==> src/rtl/usb_pkg.sv <==
// Shared USB definitions: IN endpoint state encoding and full-speed packet size.
package usb_pkg;

  // Largest bulk payload on a full-speed link.
  localparam int USB_FS_MAX_PACKET = 64;

  // IN endpoint packetiser states.
  typedef enum logic [1:0] {
    ST_IDLE     = 2'd0,
    ST_FILL     = 2'd1,
    ST_DONE     = 2'd2,
    ST_WAIT_ACK = 2'd3
  } in_ep_state_t;

endpackage

==> src/rtl/usb_uart_in_ep.sv <==
// Bulk IN endpoint: packs the outgoing UART byte stream into USB IN packets
// in the protocol engine buffer. A packet closes when full or after the stream
// has been idle; a zero-length packet terminates a transfer that ended on a
// full packet once the stream stays quiet.
module usb_uart_in_ep
  import usb_pkg::*;
#(
  parameter int MAX_PACKET   = USB_FS_MAX_PACKET,
  parameter int FLUSH_CYCLES = 48000
) (
  input  logic       clk_48mhz,
  input  logic       reset,
  input  logic [7:0] uart_in_data,
  input  logic       uart_in_valid,
  output logic       uart_in_ready,
  output logic       in_ep_req,
  input  logic       in_ep_grant,
  input  logic       in_ep_data_free,
  output logic       in_ep_data_put,
  output logic [7:0] in_ep_data,
  output logic       in_ep_data_done,
  output logic       in_ep_stall,
  input  logic       in_ep_acked
);

  localparam int CW = $clog2(MAX_PACKET + 1);
  localparam int TW = $clog2(FLUSH_CYCLES + 1);
  localparam logic [CW-1:0] COUNT_MAX  = CW'(MAX_PACKET);
  localparam logic [TW-1:0] FLUSH_LAST = TW'(FLUSH_CYCLES - 1);
  localparam logic [TW-1:0] TIMER_SAT  = TW'(FLUSH_CYCLES);

  in_ep_state_t  state_reg;
  logic [CW-1:0] count_reg;
  logic [TW-1:0] idle_timer_reg;
  logic [TW-1:0] zlp_timer_reg;
  logic          zlp_pending_reg;
  logic          full_sent_reg;
  logic          req_reg;
  logic          done_reg;

  logic          put;
  logic [CW-1:0] count_next;

  // Bytes flow straight from the stream into the PE buffer; nothing is
  // accepted while a ZLP is queued so that it goes out with an empty buffer.
  assign uart_in_ready = (state_reg == ST_FILL) && in_ep_grant && in_ep_data_free &&
                         (count_reg < COUNT_MAX) && !zlp_pending_reg;
  assign put             = uart_in_valid && uart_in_ready;
  assign in_ep_data_put  = put;
  assign in_ep_data      = put ? uart_in_data : 8'd0;
  assign in_ep_req       = req_reg;
  assign in_ep_data_done = done_reg;
  assign in_ep_stall     = 1'b0;
  assign count_next      = count_reg + 1'b1;

  // Packetiser FSM with its byte count, idle/ZLP timers and registered outputs.
  always_ff @(posedge clk_48mhz) begin
    if (reset) begin
      state_reg       <= ST_IDLE;
      count_reg       <= '0;
      idle_timer_reg  <= '0;
      zlp_timer_reg   <= '0;
      zlp_pending_reg <= 1'b0;
      full_sent_reg   <= 1'b0;
      req_reg         <= 1'b0;
      done_reg        <= 1'b0;
    end else begin
      case (state_reg)
        ST_IDLE: begin
          if (uart_in_valid) begin
            // New data after a full packet: the transfer continues, no ZLP.
            full_sent_reg <= 1'b0;
            zlp_timer_reg <= '0;
          end else if (full_sent_reg) begin
            if (zlp_timer_reg == FLUSH_LAST) begin
              zlp_pending_reg <= 1'b1;
            end
            if (zlp_timer_reg != TIMER_SAT) begin
              zlp_timer_reg <= zlp_timer_reg + 1'b1;
            end
          end
          if (uart_in_valid || zlp_pending_reg) begin
            state_reg <= ST_FILL;
            req_reg   <= 1'b1;
          end
        end

        ST_FILL: begin
          if (put) begin
            count_reg      <= count_next;
            idle_timer_reg <= '0;
          end else if ((count_reg != '0) && (idle_timer_reg != TIMER_SAT)) begin
            idle_timer_reg <= idle_timer_reg + 1'b1;
          end
          if ((put && (count_next == COUNT_MAX)) ||
              (!put && (count_reg != '0) && (idle_timer_reg == FLUSH_LAST)) ||
              (zlp_pending_reg && in_ep_grant)) begin
            state_reg <= ST_DONE;
            done_reg  <= 1'b1;
          end
        end

        ST_DONE: begin
          full_sent_reg   <= (count_reg == COUNT_MAX);
          zlp_pending_reg <= 1'b0;
          state_reg       <= ST_WAIT_ACK;
          req_reg         <= 1'b0;
          done_reg        <= 1'b0;
        end

        ST_WAIT_ACK: begin
          if (in_ep_acked) begin
            count_reg      <= '0;
            idle_timer_reg <= '0;
            zlp_timer_reg  <= '0;
            state_reg      <= ST_IDLE;
          end
        end

        default: begin
          state_reg <= ST_IDLE;
          req_reg   <= 1'b0;
          done_reg  <= 1'b0;
        end
      endcase
    end
  end

endmodule

==> config.mk <==
export PLATFORM = sky130hd
export DESIGN_NAME = usb_uart_in_ep
export DESIGN_NICKNAME = d
export VERILOG_FILES = /design/src/rtl/usb_pkg.sv /design/src/rtl/usb_uart_in_ep.sv
export SDC_FILE = /design/constraint.sdc
export NUM_CORES = 1
export LEC_CHECK = 0
export ABC_CLOCK_PERIOD_IN_PS = 5320
export BUFFER_PORTS_ARGS = -buffer_cell sky130_fd_sc_hd__buf_4
export CORE_ASPECT_RATIO = 1.5
export CORE_MARGIN = 2
export CORE_UTILIZATION = 59
export CTS_CLUSTER_SIZE = 16
export DETAILED_ROUTE_END_ITERATION = 7
export MAX_ROUTING_LAYER = met4
export PLACE_DENSITY = 0.83
export SYNTH_ARGS = -nofsm -noshare
export SYNTH_HDL_FRONTEND = slang
export SYNTH_SLANG_ARGS = --single-unit
==> constraint.sdc <==
create_clock -name clk_48mhz -period 5.32 [get_ports clk_48mhz]
set_input_delay 0.266 -clock clk_48mhz [delete_from_list [all_inputs] [get_ports clk_48mhz]]
set_output_delay 0.266 -clock clk_48mhz [all_outputs]
set_load 0.01 [all_outputs]
==> run metrics, run 1 <==
post-synthesis cell count=357; Yosys reg bits=45; final worst slack=2.31 ns; drc violations=0; port bufs=25; Worst EP required=5.56 ns; Area growth syn-to-layout=9.92%; uppermost layer routed=met4; final core occ=0.662; number of enable flip-flop cells after synthesis=0; Async S/R FF share, synth=0; total CTS buffers=5; Clk Latency, worst-skew pair=0.31 ns; NumNets Final=394; Pins Over Slew Limit=0; Die Height=89.5 um; Starting Density=0.603; dpl hpwl=4.96 mm; Via density=6.42; Clock Path Buffers=2; most frequent cells in the layout=45 x dfxtp_1, 32 x a21oi_1, 32 x nor2_1, 27 x buf_4, 20 x nand2_1; sequential area share after synthesis=0.313; Die X=61 um; final critical-path share of the clock period=0.566; gr usage total=0.277; met2 routed WL=3.69 mm; Finish-stage setup viols=0; Synth top area share=0.313; Via Count=2800; Min-Delay Path Class=in2reg; routed wl met3=341 um; worst path cell trace=inv_1, ha_1, nand4bb_1, o21ai_1, nand2_1, or4b_2, a21oi_1; max capacitance violation total=0; crit start category=register; H-Tree Depth=2; hold_buf cts=0; maximum VDD drop=0.000205 V; post-CTS sizing=0; CP Data Arrival Time=3.25 ns; Final min period=3.01 ns; unrepaired setup endpoints after global routing=no; proportion of layout cells with a drive suffix above 1=0.122; Cell variety after synth=54; CTS tree=built; PwrDens=335 nW/um^2; Hold WS=0.311 ns; Max Fclk=332 MHz; cell area after synthesis=2880 um^2; initial antenna violation count=0; GPL Wtd Cong=0.919; full die area=5460 um^2; Synth Flop Type=dfxtp_1; antenna-violating nets left=0; Wirelength per Cell=15.8 um; CP max stage cell=or4b_2; worst path bufs/invs=1; Area contributors post-synth=dfxtp_1 31%, a21oi_1 5.6%, ha_1 4.8%; crit-path max FO=17; CP peak stage delay=0.72 ns; I/O pin total=27; CP Class=reg2reg; Setup Skew=0.0123 ns; first-pass GRT wire length=11.4 mm; Total Power=1.06 mW; Initial DRC Count=212; final WL=6.90 mm; post-synth net total=382; vias in the first global route=2591; Core ar.=4770 um^2; Setup Fix Bufs, Post-CTS=0; largest area contributor in the netlist=dfxtp_1; most common cell after layout, fill and taps aside=dfxtp_1; setup tns final=0 ns; Lkg Pwr=1.09 nW; total gr overflow=0; Clock Sinks=45; status=complete, no violations; Worst-Margin Slew=0.838 ns; number of detailed-route iterations in the first pass=4; Worst-path clk slew=0.09 ns; wl on met1=2.64 mm; largest net degree at the start of global routing=22; Hold Fails Final Rpt=0; root buf cell=clkbuf_8; # rows=31; family with the most delay on the worst path=simple AND/OR/NAND/NOR gates; Synth Area per Inst=8.05 um^2; Diodes inserted=0; pre-CTS WS=2.40 ns; max_slew headroom=0.438; Setup crit end kind=register; Ys Warns=0
layer usage:
layer  track usage  vias up
met2         0.506       96
met1         0.277     1319
li1              -     1360
met5             -        -
met4         0.123        0
met3        0.0521       25
final timing paths:
kind / startpoint / endpoint / slack, ns / cells after the start
min reg2reg: in_ep_req$_SDFFE_PP0P_ / in_ep_req$_SDFFE_PP0P_ / 0.46 / 2
max: state_reg[1]$_SDFFE_PP0P_ / count_reg[3]$_SDFFE_PP0P_ / 2.31 / 7
max reg2reg: state_reg[1]$_SDFFE_PP0P_ / count_reg[3]$_SDFFE_PP0P_ / 2.31 / 7
min: reset / in_ep_req$_SDFFE_PP0P_ / 0.31 / 2
cell type report:
type | instances | area [um^2]
Multi-Input combinational cell | 273 | 1790
Clock inverter | 2 | 37.5
Sequential cell | 45 | 901
Timing Repair Buffer | 27 | 203
Fill cell | 419 | 1610
Tap cell | 66 | 82.6
Clock buffer | 6 | 82.6
Inverter | 17 | 63.8
worst register-to-register path: cells and delay by family (launching register included):
kind / cells / cell delay, ns
flops: 1 / 0.36
fa+ha+maj: 1 / 0.32
compound gates: 2 / 0.81
simple gates: 3 / 1.35
buf+inv: 1 / 0.09
cells by family after synthesis:
family,count (synthesis),synth area share
simple gates,148,0.294
compound gates,97,0.228
flops,45,0.313
buf+inv,39,0.0640
xor+xnor,13,0.0396
fa+ha+maj,11,0.0479
mux,3,0.0122
other cells,1,0.00130
per-stage QoR:
stage | instances | area [um^2]
after floorplan | 357 | 2880
after global placement | 428 | 3040
after detailed placement | 428 | 3040
after CTS | 436 | 3160
after global routing | 436 | 3160
final | 436 | 3160
where the power goes:
| part | switching, mW | internal (mW) | total [mW] |
|---|---|---|---|
| Combinational | 0.276 | 0.126 | 0.403 |
| Sequential | 0.0242 | 0.361 | 0.385 |
| Clock | 0.120 | 0.153 | 0.273 |
synth_stat cells (3+ instances only):
cell / count
a21oi_1: 32
a31oi_1: 4
inv_1: 17
nand2_1: 20
o31ai_1: 10
or3_1: 5
o211ai_1: 6
or4_1: 10
and4_1: 5
o21ai_0: 15
a311oi_1: 3
buf_6: 4
nor2_1: 32
dfxtp_1: 45
ha_1: 11
nand4_1: 13
and3_1: 8
clkbuf_1: 14
xor2_1: 11
and2_1: 11
buf_2: 3
o2111ai_1: 9
o21ai_1: 3
nor2b_1: 3
nand3_1: 16
nor3_1: 6
nand4bb_1: 3
nor4bb_1: 4
Power figures use the tool's default switching activity.
==> inputs of run 2 (changes only) <==
--- a/config.mk
+++ b/config.mk
@@ -5,7 +5,8 @@
 export SDC_FILE = /design/constraint.sdc
 export NUM_CORES = 1
 export LEC_CHECK = 0
-export ABC_CLOCK_PERIOD_IN_PS = 5320
+export ABC_AREA = 1
+export ABC_CLOCK_PERIOD_IN_PS = 2800
 export BUFFER_PORTS_ARGS = -buffer_cell sky130_fd_sc_hd__buf_4
 export CORE_ASPECT_RATIO = 1.5
 export CORE_MARGIN = 2
==> constraint.sdc (replaced) <==
create_clock -name clk_48mhz -period 2.8 [get_ports clk_48mhz]
set_input_delay 0.14 -clock clk_48mhz [delete_from_list [all_inputs] [get_ports clk_48mhz]]
set_output_delay 0.14 -clock clk_48mhz [all_outputs]
set_load 0.01 [all_outputs]
==> run metrics, run 2 <==
post-synth net total=493 (+29%); Core ar.=4810 um^2 (+0.81%); CP Class=reg2reg; worst path bufs/invs=2 (+1); synth cell count leaders=102 x nand2_1, 72 x inv_1, 72 x nor2_1; r2r setup slk=0.61 ns (-1.70 ns); Final min period=2.19 ns (-0.824 ns); vias in the first global route=2673 (+3.2%); Area growth syn-to-layout=9.53%; Total Power=2.25 mW (+110%); total CTS buffers=5 (unchanged); Async S/R FF share, synth=0 (unchanged); CP peak stage delay=0.35 ns (-0.37 ns); gr usage total=0.257 (-0.0208); number of enable flip-flop cells after synthesis=0 (unchanged); worst path cell trace=inv_1, ha_1, nand2_1, nor2_2, nand3_2, nand2_1, nand2_2, nand2_4, inv_2, o21ai_0, nor2_1; Finish-stage setup viols=0 (unchanged); Clk Latency, worst-skew pair=0.31 ns (about the same); post-synthesis cell count=468 (+31%); Hold Path Origin=reset; Worst EP required=3.02 ns (-2.54 ns); Worst-path clk slew=0.10 ns (about the same); PwrDens=694 nW/um^2 (+110%); port bufs=25 (unchanged); Die Height=90.7 um (+1.3%); CP Data Arrival Time=2.41 ns (-0.84 ns); Hold WS=0.170 ns (-0.141 ns); r2r startpoint=state_reg[1]$_SDFFE_PP0P_; final core occ=0.673 (+0.0105); # rows=31 (unchanged); hold depth=2 (unchanged); total gr overflow=0 (unchanged); Cell variety after synth=34 (-37%); Starting Density=0.614 (+0.0118); most common cell after layout, fill and taps aside=nand2_1; I/O pin total=27 (unchanged); dpl hpwl=5.02 mm (+1.2%); final critical-path share of the clock period=0.782 (+0.216); Ys Warns=0 (unchanged); Setup Fix Bufs, Post-CTS=0 (unchanged); Setup crit end kind=register; crit-path max FO=22 (+5); NumNets Final=513 (+30%); CP max stage cell=dfxtp_1; Lkg Pwr=1.39 nW (+28%); FF-to-FF path depth=11 (+4); H-Tree Depth=2 (unchanged); post-CTS sizing=0 (unchanged); Setup Skew=0.0111 ns (-0.00118 ns); first-pass GRT wire length=11.1 mm (-2.4%); Synth Flop Type=dfxtp_1; Min-Delay Path Class=in2reg; most common cell in the netlist=nand2_1; Pins Over Slew Limit=0 (unchanged); Wirelength per Cell=11.8 um (-25%); cell area after synthesis=2960 um^2 (+2.8%); reg2reg end=idle_timer_reg[8]$_SDFFE_PP0P_; unrepaired setup endpoints after global routing=no; most frequent cells in the layout=102 x nand2_1, 72 x inv_1, 72 x nor2_1, 45 x dfxtp_1, 37 x a21oi_1; Diodes inserted=0 (unchanged); Max Fclk=457 MHz (+38%); drc violations=0 (unchanged); antenna-violating nets left=0 (unchanged); Hold Fails Final Rpt=0 (unchanged); Die X=61.8 um (+1.3%); family with the most delay on the worst path=simple AND/OR/NAND/NOR gates; Area contributors post-synth=dfxtp_1 30%, nand2_1 13%, inv_1 9.1%; largest area contributor in the netlist=dfxtp_1; Clock Sinks=45 (unchanged); max capacitance violation total=0 (unchanged); Via Count=2909 (+3.9%); root buf cell=clkbuf_8; largest net degree at the start of global routing=23 (+4.5%); initial antenna violation count=0 (unchanged); Initial DRC Count=157 (-26%); status=complete, no violations; Synth Area per Inst=6.31 um^2 (-22%); GPL Wtd Cong=0.960 (+4.4%); hold_buf cts=0 (unchanged); sequential area share after synthesis=0.305 (-0.00849); setup tns final=0 ns (unchanged); number of detailed-route iterations in the first pass=5 (+1); Hold Path Sink=idle_timer_reg[7]$_SDFFE_PP0P_; maximum VDD drop=0.000426 V (+110%); Clock Path Buffers=2 (unchanged); CTS tree=built; cell repeated most along the worst path=nand2_1; crit start category=register; Yosys reg bits=45 (unchanged); Via density=5.24 (-18%); proportion of layout cells with a drive suffix above 1=0.123 (+0.00108); full die area=5600 um^2 (+2.6%); Synth top area share=0.305 (-0.00849); final WL=6.57 mm (-4.7%)
run 2: cell types whose count changed after synthesis, sizes merged, moves of 9 or more:
cell	delta
xor2	-9
and2	-11
nor2	+46
inv	+60
nand3	+17
o2111ai	-9
nand2	+88
or4	-10
o31ai	-10
clkbuf	-11
run 2: worst reg2reg max path, stage by stage, from the launching register on:
cell	delay, ns
dfxtp_1	0.35
inv_1	0.08
ha_1	0.25
nand2_1	0.09
nor2_2	0.09
nand3_2	0.22
nand2_1	0.15
nand2_2	0.18
nand2_4	0.29
inv_2	0.15
o21ai_0	0.20
nor2_1	0.06
run 2: kinds of logic after synthesis:
logic type                 Yosys count  share of synthesized area
other                                1                    0.00127
adders and majority gates           11                     0.0466
AOI/OAI and AO/OA                   66                      0.125
buffers and inverters               89                      0.126
xor gates and xnor gates             2                    0.00593
and+or+nand+nor                    254                      0.390
DFF                                 45                      0.305
run 2: worst max-delay path by stage:
stage,from,to,slack (ns),cells past startpoint
global placement,state_reg[1]$_SDFFE_PP0P_,idle_timer_reg[8]$_SDFFE_PP0P_,0.73,11
finish,state_reg[1]$_SDFFE_PP0P_,idle_timer_reg[8]$_SDFFE_PP0P_,0.61,11
floorplan,state_reg[0]$_SDFFE_PP0P_,zlp_timer_reg[7]$_SDFFE_PP0P_,1.16,9
global route,state_reg[1]$_SDFFE_PP0P_,idle_timer_reg[0]$_SDFFE_PP0P_,0.38,11
CTS,state_reg[1]$_SDFFE_PP0P_,idle_timer_reg[8]$_SDFFE_PP0P_,0.60,11
detailed placement,state_reg[1]$_SDFFE_PP0P_,idle_timer_reg[8]$_SDFFE_PP0P_,0.63,11
run 2: power breakdown:
group	internal [mW]	switching, mW	total, mW
clock network	0.178	0.248	0.425
logic	0.310	0.685	0.996
registers	0.728	0.0977	0.826
total	1.22	1.03	2.25
run 2: layout make-up:
cell class	instances	area, um^2
inverters	77	294
repair buffers	25	188
fillers	476	1570
clock inverters	3	21.3
flip-flops and latches	45	901
multi-input cells	334	1680
clock buffers	5	68.8
well taps	66	82.6
run 2: per-layer routing:
metal	up-vias	wire, um	GRT usage	share of wire
li1	1526	-	-	-
met1	1291	2770	0.291	0.42
met2	66	3380	0.419	0.51
met3	26	196	0.0415	0.030
met4	0	229	0.124	0.035
met5	-	0	-	0
run 2: per-stage QoR:
stage,instances,cell area [um^2],worst slack (ns)
after floorplan,468,2960,1.16
after global placement,547,3150,0.725
after detailed placement,547,3150,0.627
after CTS,555,3240,0.601
after global routing,555,3240,0.380
final,555,3240,0.611
==> inputs of run 3 (changes only) <==
--- a/config.mk
+++ b/config.mk
@@ -6,15 +6,15 @@
 export NUM_CORES = 1
 export LEC_CHECK = 0
 export ABC_AREA = 1
-export ABC_CLOCK_PERIOD_IN_PS = 2800
+export ABC_CLOCK_PERIOD_IN_PS = 1800
 export BUFFER_PORTS_ARGS = -buffer_cell sky130_fd_sc_hd__buf_4
 export CORE_ASPECT_RATIO = 1.5
 export CORE_MARGIN = 2
-export CORE_UTILIZATION = 59
+export CORE_UTILIZATION = 54
 export CTS_CLUSTER_SIZE = 16
 export DETAILED_ROUTE_END_ITERATION = 7
 export MAX_ROUTING_LAYER = met4
-export PLACE_DENSITY = 0.83
+export PLACE_DENSITY = 0.8
 export SYNTH_ARGS = -nofsm -noshare
 export SYNTH_HDL_FRONTEND = slang
 export SYNTH_SLANG_ARGS = --single-unit
==> constraint.sdc (replaced) <==
create_clock -name clk_48mhz -period 1.8 [get_ports clk_48mhz]
set_input_delay 0.09 -clock clk_48mhz [delete_from_list [all_inputs] [get_ports clk_48mhz]]
set_output_delay 0.09 -clock clk_48mhz [all_outputs]
set_load 0.01 [all_outputs]
==> run metrics, run 3 (synthesized netlist as in run 2, its figures left out) <==
status=complete, no violations; Switch Pwr=1.70 mW (+65%); Worst-Margin Slew=0.546 ns; cell repeated most along the worst path=buf_4; root buf cell=clkbuf_8; Cell Area, Placed=3260 um^2 (+3.5%); Pins Over Slew Limit=0 (unchanged); internal power=2.22 mW (+82%); Starting Density=0.551 (-0.0639); proportion of layout cells with a drive suffix above 1=0.206 (+0.0832); Die Height=94.6 um (+4.3%); Final min period=1.75 ns; total CTS buffers=5 (unchanged); final worst slack=0.0546 ns (-0.556 ns); H-Tree Depth=2 (unchanged); Lkg Pwr=1.51 nW (+8.3%); total gr overflow=0 (unchanged); final critical-path share of the clock period=0.970; Worst EP required=1.71 ns (-1.31 ns); Wirelength per Cell=12.3 um (+3.5%); crit-path max FO=5 (-77%); multi-input logic area=1780 um^2 (+5.8%); Clock Path Buffers=2 (unchanged); Core ar.=5370 um^2 (+12%); Diodes inserted=0 (unchanged); crit start category=register; first-pass GRT wire length=11.6 mm (+4.8%); PwrDens=1110 nW/um^2 (+60%); Sw Share=0.434 (-0.0244); Hold Path Origin=reset; Die X=64.4 um (+4.2%); max capacitance violation total=0 (unchanged); Initial DRC Count=151 (-3.8%); NumNets Final=535 (+4.3%); design area=3520 um^2 (+8.9%); Worst-path clk slew=0.08 ns (-0.02 ns); Via Count=3029 (+4.1%); Min-Delay Path Class=in2reg; GPL Wtd Cong=0.923 (-3.9%); pre-CTS WS=-0.0267 ns (-0.654 ns); most common cell after layout, fill and taps aside=nand2_1; largest net degree at the start of global routing=21 (-8.7%); CP max stage cell=dfxtp_4; CP Class=reg2out; register area=915 um^2 (+1.5%); max_slew headroom=0.636; non-filler cells, final=580 (+4.5%); dpl hpwl=5.19 mm (+3.5%); drc violations=0 (unchanged); Hold Fails Final Rpt=0 (unchanged); Seq pwr share=0.334 (-0.034); fillcell total=488 (+2.5%); port bufs=25 (unchanged); worst path cell trace=inv_1, ha_2, nand2_1, nor2_2, nand3_4, buf_4, nor2_1, buf_4; full die area=6090 um^2 (+8.8%); Clock Sinks=45 (unchanged); vias in the first global route=2728 (+2.1%); CP Launch Point=state_reg[1]$_SDFFE_PP0P_; initial antenna violation count=0 (unchanged); maximum VDD drop=0.000934 V (+120%); antenna-violating nets left=0 (unchanged); final WL=7.11 mm (+8.1%); Setup crit end kind=output pin; r2r startpoint=state_reg[1]$_SDFFE_PP0P_; number of detailed-route iterations in the first pass=5 (unchanged); # rows=33 (+6.5%); unrepaired setup endpoints after global routing=yes; most frequent cells in the layout=101 x nand2_1, 70 x inv_1, 70 x nor2_1, 45 x buf_4, 38 x dfxtp_1; Max Fclk=573 MHz; gr usage total=0.246 (-0.0104); final core occ=0.657 (-0.0164); Combinational Power Share=0.502 (+0.059); Via density=5.22 (-0.36%); CP peak stage delay=0.36 ns (about the same); placed cells=565 (+3.3%); CP Data Arrival Time=1.66 ns (-0.75 ns); Area growth syn-to-layout=19.3%; hold_buf cts=0 (unchanged); Finish-stage setup viols=0 (unchanged); CTS tree=built; Setup Skew=0.00762 ns (-0.00350 ns); I/O pin total=27 (unchanged); clock group share of total power=0.165 (-0.024); Clk Latency, worst-skew pair=0.30 ns (about the same)
[run 3: cell count changes in the layout (fill, tap and decap cells not counted), moves of 3 or more]
| cell | previous run | this run |
|---|---|---|
| o21ai_0 | 18 | 10 |
| buf_4 | 25 | 45 |
| nand3_1 | 31 | 27 |
| dfxtp_2 | 0 | 5 |
| ha_2 | 0 | 3 |
| dfxtp_1 | 45 | 38 |
| o21ai_1 | 1 | 8 |
| ha_1 | 11 | 7 |
[run 3: final timing paths]
check | endpoint | slack, ns | cells after the start
worst max-delay path | in_ep_data[1] | 0.05 | 8
worst min-delay path | count_reg[6]$_SDFFE_PP0P_ | 0.14 | 2
worst max register to register | idle_timer_reg[11]$_SDFFE_PP0P_ | 0.06 | 10
worst min register to register | idle_timer_reg[13]$_SDFFE_PP0P_ | 0.49 | 2
[run 3: worst max-delay path, delay by kind of cell, from the launching register on]
kind                       cells  cell delay (ns)
DFF                            1             0.36
adders and majority gates      1             0.21
and+or+nand+nor                4             0.39
buffers and inverters          3             0.39
[run 3: cell type report]
class                           instances  area share
Clock buffer                            7      0.0245
Inverter                               77      0.0841
Multi-Input combinational cell        334       0.505
Sequential cell                        45       0.259
Tap cell                               70      0.0248
Timing Repair Buffer                   47       0.102
[run 3: timing repair]
| item | 4_1_cts | 5_1_grt |
|---|---|---|
| buffers inserted | 0 | 7 |
| pin swaps | 1 | 6 |
| gates cloned | 0 | 1 |
| hold endpoints to repair | 0 | 0 |
| gates resized for setup | 4 | 40 |
| endpoints found under the setup margin | 6 | 41 |
[run 3: through the flow]
step                hold slack, ns  power (mW)  TNS (ns)
global route                 0.160        4.22    -0.272
floorplan                    0.267        2.59         0
finish                       0.143        3.92         0
detailed placement           0.449        2.97   -0.0428
CTS                          0.134        3.62         0
global placement             0.445        2.92         0
[run 3: layer usage]
metal,up-vias,global-route usage,wire (um)
met5,-,-,0
met4,0,0.106,145
met3,12,0.0417,275
met2,78,0.442,3860
met1,1368,0.265,2830
li1,1571,-,-
[run 3: power groups by stage]
stage | Combinational, mW | Sequential [mW] | Clock, mW
final | 1.97 | 1.31 | 0.646
after global routing | 2.20 | 1.33 | 0.690
after CTS | 1.67 | 1.29 | 0.656
after detailed placement | 1.67 | 1.30 | 0
after global placement | 1.63 | 1.29 | 0
after floorplan | 1.34 | 1.25 | 0
